## src/rtl/seq_mult8_pkg.sv

```systemverilog
// Shared definitions for the seq_mult8 shift-and-add multiplier.
// The optional zero-operand shortcut is selected by SEQ_MULT8_ZERO_BYPASS_EN.
package seq_mult8_pkg;

  typedef enum logic [1:0] {
    IDLE = 2'b00,
    BUSY = 2'b01,
    DONE = 2'b10
  } state_t;

  localparam int OPERAND_W = 8;
  localparam int PRODUCT_W = 16;
  localparam int ITERATIONS = 8;
  localparam logic [3:0] LAST_COUNT = 4'(ITERATIONS - 1);

  // Either operand being zero makes the product zero without iterating.
  function automatic logic zero_operand(input logic [OPERAND_W-1:0] x,
                                        input logic [OPERAND_W-1:0] y);
    return (x == '0) || (y == '0);
  endfunction

endpackage

```

## src/rtl/seq_mult8_adder8bit.sv

```systemverilog
// 8-bit ripple-carry adder (adder8bit) used as the accumulate stage of seq_mult8.
module adder8bit (
  input  logic [7:0] X,
  input  logic [7:0] Y,
  input  logic       C0,
  output logic [7:0] sum,
  output logic       C8
);

  logic carry;

  // The carry ripples bit by bit through a chain of full adders.
  always_comb begin
    carry = C0;
    sum   = '0;
    for (int i = 0; i < 8; i++) begin
      sum[i] = X[i] ^ Y[i] ^ carry;
      carry  = (X[i] & Y[i]) | (carry & (X[i] ^ Y[i]));
    end
    C8 = carry;
  end

endmodule

```

## src/rtl/seq_mult8.sv

```systemverilog
// Sequential 8x8 unsigned shift-and-add multiplier, 8 iterations per product.
// Define SEQ_MULT8_ZERO_BYPASS_EN to finish zero-operand requests immediately.
module seq_mult8
  import seq_mult8_pkg::*;
(
  input  logic        clk,
  input  logic        rst,
  input  logic        start,
  input  logic [7:0]  a,
  input  logic [7:0]  b,
  output logic        busy,
  output logic        done,
  output logic [15:0] product
);

  state_t      state;
  state_t      next_state;
  logic [7:0]  acc;
  logic [7:0]  mplr;
  logic [7:0]  mcand;
  logic [3:0]  count;
  logic        accept;
  logic        last_step;
`ifdef SEQ_MULT8_ZERO_BYPASS_EN
  logic        bypass;
`endif

  logic [7:0]  add_y;
  logic [7:0]  add_sum;
  logic        add_c8;
  logic [15:0] shifted;

  assign add_y   = mplr[0] ? mcand : 8'h00;
  // Keeping the carry as the new MSB means no partial product bit is ever lost.
  assign shifted = {add_c8, add_sum, mplr[7:1]};

  adder8bit u_adder (
    .X   (acc),
    .Y   (add_y),
    .C0  (1'b0),
    .sum (add_sum),
    .C8  (add_c8)
  );

  assign last_step = (count == LAST_COUNT);
  assign busy      = (state == BUSY);
  assign done      = (state == DONE);

  always_ff @(posedge clk or posedge rst) begin
    if (rst) begin
      state <= IDLE;
    end else begin
      state <= next_state;
    end
  end

  always_comb begin
    next_state = state;
    accept     = 1'b0;
`ifdef SEQ_MULT8_ZERO_BYPASS_EN
    bypass     = 1'b0;
`endif
    case (state)
      IDLE, DONE: begin
        if (start) begin
          accept     = 1'b1;
          next_state = BUSY;
`ifdef SEQ_MULT8_ZERO_BYPASS_EN
          if (zero_operand(a, b)) begin
            bypass     = 1'b1;
            next_state = DONE;
          end
`endif
        end else if (state == DONE) begin
          next_state = IDLE;
        end
      end
      BUSY: begin
        if (last_step) begin
          next_state = DONE;
        end
      end
      default: next_state = IDLE;
    endcase
  end

  // Start is ignored while BUSY, so a capture can only happen in IDLE or DONE.
  always_ff @(posedge clk or posedge rst) begin
    if (rst) begin
      acc     <= '0;
      mplr    <= '0;
      mcand   <= '0;
      count   <= '0;
      product <= '0;
    end else if (accept) begin
      mcand <= a;
      acc   <= '0;
      mplr  <= b;
      count <= '0;
`ifdef SEQ_MULT8_ZERO_BYPASS_EN
      if (bypass) begin
        product <= '0;
      end
`endif
    end else if (state == BUSY) begin
      {acc, mplr} <= shifted;
      count       <= count + 4'd1;
      if (last_step) begin
        product <= shifted;
      end
    end
  end

endmodule

```

## config.mk

```make
export PLATFORM = sky130hd
export DESIGN_NAME = seq_mult8
export DESIGN_NICKNAME = d
export VERILOG_FILES = /design/src/rtl/seq_mult8_pkg.sv /design/src/rtl/seq_mult8_adder8bit.sv /design/src/rtl/seq_mult8.sv
export SDC_FILE = /design/constraint.sdc
export NUM_CORES = 1
export LEC_CHECK = 0
export CAP_MARGIN = 20
export CORE_MARGIN = 2
export CORE_UTILIZATION = 52
export CTS_CLUSTER_DIAMETER = 60
export CTS_CLUSTER_SIZE = 24
export DETAILED_ROUTE_END_ITERATION = 8
export GPL_TIMING_DRIVEN = 0
export MAX_ROUTING_LAYER = met4
export PLACE_DENSITY_LB_ADDON = 0.05
export SYNTH_ARGS = -nofsm -noshare
export SYNTH_HDL_FRONTEND = slang
export SYNTH_SLANG_ARGS = --single-unit
```

## constraint.sdc

```tcl
create_clock -name clk -period 4.6 [get_ports clk]
set_input_delay 0.92 -clock clk [delete_from_list [all_inputs] [get_ports clk]]
set_output_delay 0.92 -clock clk [all_outputs]
set_load 0.01 [all_outputs]
```

## After elaboration in Yosys (flattened, before gate mapping)

Index checks and enable logic that the tools add are counted.

- Add/sub/neg operators: 1
- Equal/unequal tests: 5
- Multiplexer cells: 13
- Bitwise operators: 38
- Reductions and logical operators: 5

Operators by type and width:

| operator | count |
|---|---|
| $mux 8 | 5 |
| $and 1x1->1 | 15 |
| $xor 1x1->1 | 15 |
| $mux 4 | 2 |
| $or 1x1->1 | 7 |
| $mux 2 | 3 |
| $add 4x1->4 const B | 1 |
| $eq 4x3->1 const B | 1 |
| $pmux 2 s2 | 1 |
| $ne 3x3->1 const B | 1 |
| $reduce_and 3->1 | 1 |
| $eq 2x1->1 const B | 1 |
| $eq 2x2->1 const B | 1 |
| $logic_not 2->1 | 1 |
| $mux 1 | 2 |
| $ne 2x1->1 const B | 1 |
| $reduce_and 2->1 | 1 |
| $reduce_bool 2->1 | 1 |
| $reduce_or 2->1 | 1 |
| $not 1->1 | 1 |

- Flip-flop bits (word level): 46
- Output and inout port bits: 18
- Logic and storage cells: 68

## Longest topological paths before layout

- Depth in word-level cells: 18
- Mapped depth: 14
- Gate-level depth less buffers: 13

## Cells and area by module

From an unflattened synthesis, not the netlist that was laid out.

- Cells, all modules: 174
- Area total of the unflattened synthesis: 2102.0 um^2

By module, submodules not included:

| module | instances | cells an instance | area an instance (um^2) |
|---|---|---|---|
| seq_mult8 | 1 | 156 | 1904.3 |
| adder8bit | 1 | 18 | 197.7 |

## Worst setup path after synthesis

Ideal clock, no wire load.

- Path type: reg2reg
- Start point: reg mplr[0]
- End point: reg product[14]
- Arrival: 3289 ps
- Required time: 4476 ps
- Path slack: 1187 ps
- Cell stages (with the launch flop): 15
- Path buffers: 1
- Period minus slack after synthesis: 3413 ps
- Cell sequence: dfrtp_1 > clkbuf_1 > and2_1 > ha_1 > inv_1 > fa_1 > fa_1 > inv_1 > fa_1 > fa_1 > inv_1 > fa_1 > fa_1 > fa_1 > mux2i_1

- Longest elaborated chain between the ends: 15
- Elaborated cells between the ends (all ways): 28

RTL lines:

| element | line | RTL |
|---|---|---|
| start, declared | seq_mult8.sv:19 | `logic [7:0] mplr;` |
| start signal, assigned | seq_mult8.sv:106 | `{acc, mplr} <= shifted;` |
| $mux 8 * | seq_mult8.sv:33 | `assign add_y = mplr[0] ? mcand : 8'h00;` |
| $and 1x1->1 / $xor 1x1->1 (equally long branches) | seq_mult8_adder8bit.sv:18 | `carry = (X[i] & Y[i]) \| (carry & (X[i] ^ Y[i]));` |
| $and 1x1->1 | seq_mult8_adder8bit.sv:18 |  |
| $or 1x1->1 | seq_mult8_adder8bit.sv:18 |  |
| $and 1x1->1 | seq_mult8_adder8bit.sv:18 |  |
| $or 1x1->1 | seq_mult8_adder8bit.sv:18 |  |
| $and 1x1->1 | seq_mult8_adder8bit.sv:18 |  |
| $or 1x1->1 | seq_mult8_adder8bit.sv:18 |  |
| $and 1x1->1 | seq_mult8_adder8bit.sv:18 |  |
| $or 1x1->1 | seq_mult8_adder8bit.sv:18 |  |
| $and 1x1->1 | seq_mult8_adder8bit.sv:18 |  |
| $or 1x1->1 | seq_mult8_adder8bit.sv:18 |  |
| $and 1x1->1 | seq_mult8_adder8bit.sv:18 |  |
| $or 1x1->1 | seq_mult8_adder8bit.sv:18 |  |
| $xor 1x1->1 * | seq_mult8_adder8bit.sv:17 | `sum[i] = X[i] ^ Y[i] ^ carry;` |
| end signal, assigned | seq_mult8.sv:109 | `product <= shifted;` |
| end, declared | seq_mult8.sv:13 | `output logic [15:0] product` |

Every way passes the cells marked *; elsewhere a longest branch is shown, timed or not.
A chain may end at the register's enable or synchronous reset.

## Worst setup path after layout

- Start point: reg mplr[0]
- End point: reg acc[6]

- Longest elaborated chain between the ends: 17
- Elaborated cells between the ends (all ways): 30

RTL lines:

| element | line | RTL |
|---|---|---|
| $mux 8 * | seq_mult8.sv:33 |  |
| $and 1x1->1 / $xor 1x1->1 (equally long branches) | seq_mult8_adder8bit.sv:18 |  |
| $and 1x1->1 | seq_mult8_adder8bit.sv:18 |  |
| $or 1x1->1 | seq_mult8_adder8bit.sv:18 |  |
| $and 1x1->1 | seq_mult8_adder8bit.sv:18 |  |
| $or 1x1->1 | seq_mult8_adder8bit.sv:18 |  |
| $and 1x1->1 | seq_mult8_adder8bit.sv:18 |  |
| $or 1x1->1 | seq_mult8_adder8bit.sv:18 |  |
| $and 1x1->1 | seq_mult8_adder8bit.sv:18 |  |
| $or 1x1->1 | seq_mult8_adder8bit.sv:18 |  |
| $and 1x1->1 | seq_mult8_adder8bit.sv:18 |  |
| $or 1x1->1 | seq_mult8_adder8bit.sv:18 |  |
| $and 1x1->1 | seq_mult8_adder8bit.sv:18 |  |
| $or 1x1->1 | seq_mult8_adder8bit.sv:18 |  |
| $xor 1x1->1 * | seq_mult8_adder8bit.sv:17 |  |
| $mux 8 * | seq_mult8.sv:105 | `end else if (state == BUSY) begin` |
| $mux 8 * | seq_mult8.sv:95 | `end else if (accept) begin` |
| end signal, assigned | seq_mult8.sv:106 |  |
| end, declared | seq_mult8.sv:18 | `logic [7:0] acc;` |

Every way passes the cells marked *; elsewhere a longest branch is shown, timed or not. The select of a mux whose other input is x is not followed.

==> summary.txt <==
Routing
  • Via density: 5.21
  • Antenna Violating Nets Remaining: 0
  • Number of DRC markers in iteration 0: 68
  • DRC Markers: 0
  • Routed wire length: 3.98 mm
  • WL/cell: 14.7 µm
  • First-pass iteration count of the detailed router: 4
  • Routed via count: 1,413

GRT
  • GRT overflow: 0
  • First-pass GRT wire length: 6.86 mm
  • Largest net degree at the start of global routing: 27
  • Overall global routing resource usage: 21.7%
  • Antenna violations before repair: 0
  • Vias in the first global route: 1,504

Power
  • Lkg Pwr: 1.17 nW
  • Power density over cell area: 665 mW/mm²
  • VDD IR-drop max: 313 µV
  • Pwr Total: 1.72 mW

Clock tree
  • TritonCTS Buffers: 5
  • CTS resizes: 0
  • TritonCTS clock tree: done
  • Reg clk slew, reported paths: 0.08 ns
  • Later-pin clock latency in the skew report: 0.30 ns
  • Clock buffer depth: 2
  • H-Tree Depth: 2
  • Root Driver: clkbuf_8
  • CTS sink cnt: 46
  • Postcts setup bufs: 0
  • Hold-fix buffers, CTS: 0

Yosys
  • Yosys reg bits: 46
  • Post-synth ARST share: 100%
  • Post-synth top flop: dfrtp_1
  • Yosys synthesis warning count: 0
  • Number of synthesized flops with an enable pin: 0
  • Sequential fraction of the synthesis area: 55.8%
  • Area leader, netlist: dfrtp_1
  • Synth Cell Area: 0.00206 mm²
  • Syn_area_per_cell: 11.6 µm²
  • Post-synth top area share: 55.8%
  • Net Count, Synth: 206
  • Top cells by area, synth: dfrtp_1 56%, nand2_1 7.3%, fa_1 6.8%, mux2_2 3.8%, mux2i_1 3.4%
  • Distinct cell type count after synthesis: 24
  • Post-Syn Instances: 178

Timing
  • Fmax: 266 MHz
  • Fin. max-slew vios: 0
  • Pin slew with the least headroom to its limit: 0.484 ns
  • Worst Setup Slack, final: 0.842 ns
  • Rel. slew slack: 67.6%
  • Final Cycle Share: 81.7%
  • Setup violators final: 0
  • Endpoints failing hold: 0
  • Tmin final: 3.76 ns
  • Hold slack: 0.470 ns
  • Final TNS setup: 0 ns
  • RSZ-0062 raised after global routing: no
  • Setup Skew: 0.00619 ns

Floorplan
  • Initial Util: 55.1%
  • Rows: 22
  • Core ar.: 0.00374 mm²
  • Ports: 37
  • Die Y: 67.0 µm
  • Die width: 67.0 µm
  • Die area: 0.00448 mm²

Worst setup path
  • CP max FO: 9
  • Worst R2R Path Depth: 14
  • Crit. End Element: register
  • CP arrival: 3.93 ns
  • Worst reg2reg path endpoint: acc[6]$_DFFE_PP0P_
  • CP Class: register to register
  • Worst Setup Start Kind: register
  • CP required: 4.77 ns
  • Reg-to-reg startpoint: mplr[0]$_DFFE_PP0P_
  • R2R setup slack: 0.84 ns
  • Crit. Startpoint: mplr[0]$_DFFE_PP0P_
  • Critical Path Sink: acc[6]$_DFFE_PP0P_

Min path
  • Worst min-delay path class: register to register

Run
  • Max_cap viols: 0

Cells and area
  • Antenna diode count: 0
  • Area Growth Syn to Fin: 25.8%
  • Share of layout cells above drive strength 1: 11.2%
  • Final Non-Filler Cells: 271
  • Multi-input gate area: 796 µm²
  • Final #Nets: 250
  • # fillers: 295
  • Storage cell area: 0.00115 mm²

Place
  • Port bufs: 36
  • Post-DP HPWL: 2.88 mm
  • GPL Wtd Cong: 0.771
  • Post-placement cell count: 263
  • Worst slack, placed: 0.856 ns

Status
  • Status: finished clean
## report_power, final
| part | total [mW] | switching, mW | internal (mW) |
|---|---|---|---|
| combinational | 0.763 | 0.370 | 0.393 |
| sequential | 0.708 | 0.114 | 0.593 |
| clock | 0.254 | 0.133 | 0.121 |
| total | 1.72 | 0.618 | 1.11 |
## cells in the mapped netlist (2+ instances only)
master,n
mux2i_1,7
a22o_1,3
ha_1,2
mux2_4,3
nand3_1,10
inv_1,16
and2_1,3
nand2_1,40
o21ai_0,3
fa_1,7
nand2b_1,2
mux2_2,7
and2b_1,2
clkbuf_1,5
a22oi_1,8
o2bb2ai_1,6
dfrtp_1,46
buf_2,2
## metrics by stage
step                area [µm²]  util, %
floorplan                 2060        -
global route              2590     69.3
global placement          2480     66.3
CTS                       2590     69.3
finish                    2590     69.3
detailed placement        2500     66.8
## registers in the layout, summed over array words and instances, names as in the netlist
signal,cells
acc,8
mcand,8
mplr,8
product,16
state,2
count,4
## cell families (layout without fill, tap and decap cells)
logic type,after synthesis,count (layout),share of synthesized area (%)
adder cells (fa/ha/maj),9,9,8.01
buffers and inverters,25,70,5.58
AND/OR/NAND/NOR,61,61,13.7
AO/OA/AOI/OAI,20,20,7.46
multiplexers,17,17,9.41
flip-flops,46,46,55.8
## routing by layer
layer	track usage (%)	routed length [µm]	up-vias
met5	-	0	-
met4	7.65	78	0
met3	6.25	175	9
met2	34.3	1820	40
met1	26.9	1910	691
li1	-	-	673
## area by class of cell
type	count	area share (%)
Sequential cell	46	44.4
Multi-Input combinational cell	107	30.7
Timing Repair Buffer	37	14.7
Clock buffer	7	3.33
Inverter	16	2.32
Tap cell	48	2.32
Buffer	9	2.12
Clock inverter	1	0.193
## layout by cell type, fill, tap and decap left out, drive strengths merged
| cell | synthesis | routed |
|---|---|---|
| nand3b | 1 | 1 |
| clkbuf | 5 | 12 |
| and2b | 2 | 2 |
| nand4 | 1 | 1 |
| inv | 16 | 16 |
| nand2b | 2 | 2 |
| and2 | 3 | 3 |
| nand2 | 40 | 40 |
| nor3 | 1 | 1 |
| mux2 | 10 | 10 |
| clkinv | 0 | 1 |
| clkdlybuf4s50 | 0 | 36 |
| nor2 | 1 | 1 |
| o21ai | 3 | 3 |
| mux2i | 7 | 7 |
| a22o | 3 | 3 |
| dfrtp | 46 | 46 |
| o2bb2ai | 6 | 6 |
| ha | 2 | 2 |
| nand3 | 10 | 10 |
| buf | 4 | 5 |
| a22oi | 8 | 8 |
| fa | 7 | 7 |
## worst min path at each step
stage                                    start                    to  depth (start not counted)
after global routing      mcand[7]$_DFFE_PP0P_  mcand[7]$_DFFE_PP0P_                          2
after CTS                 mcand[0]$_DFFE_PP0P_  mcand[0]$_DFFE_PP0P_                          2
after floorplan           mcand[0]$_DFFE_PP0P_  mcand[0]$_DFFE_PP0P_                          2
after global placement    mcand[0]$_DFFE_PP0P_  mcand[0]$_DFFE_PP0P_                          2
after detailed placement  mcand[0]$_DFFE_PP0P_  mcand[0]$_DFFE_PP0P_                          2
final                     mcand[0]$_DFFE_PP0P_  mcand[0]$_DFFE_PP0P_                          2
## worst max-delay path: stages (launching register included)
cell	delay, ns
dfrtp_1	0.32
clkbuf_1	0.29
and2_1	0.18
ha_1	0.13
inv_1	0.05
fa_1	0.37
fa_1	0.36
inv_1	0.08
fa_1	0.20
fa_1	0.18
inv_1	0.05
fa_1	0.40
fa_1	0.41
fa_1	0.52
o2bb2ai_1	0.07
Power figures use the tool's default switching activity.
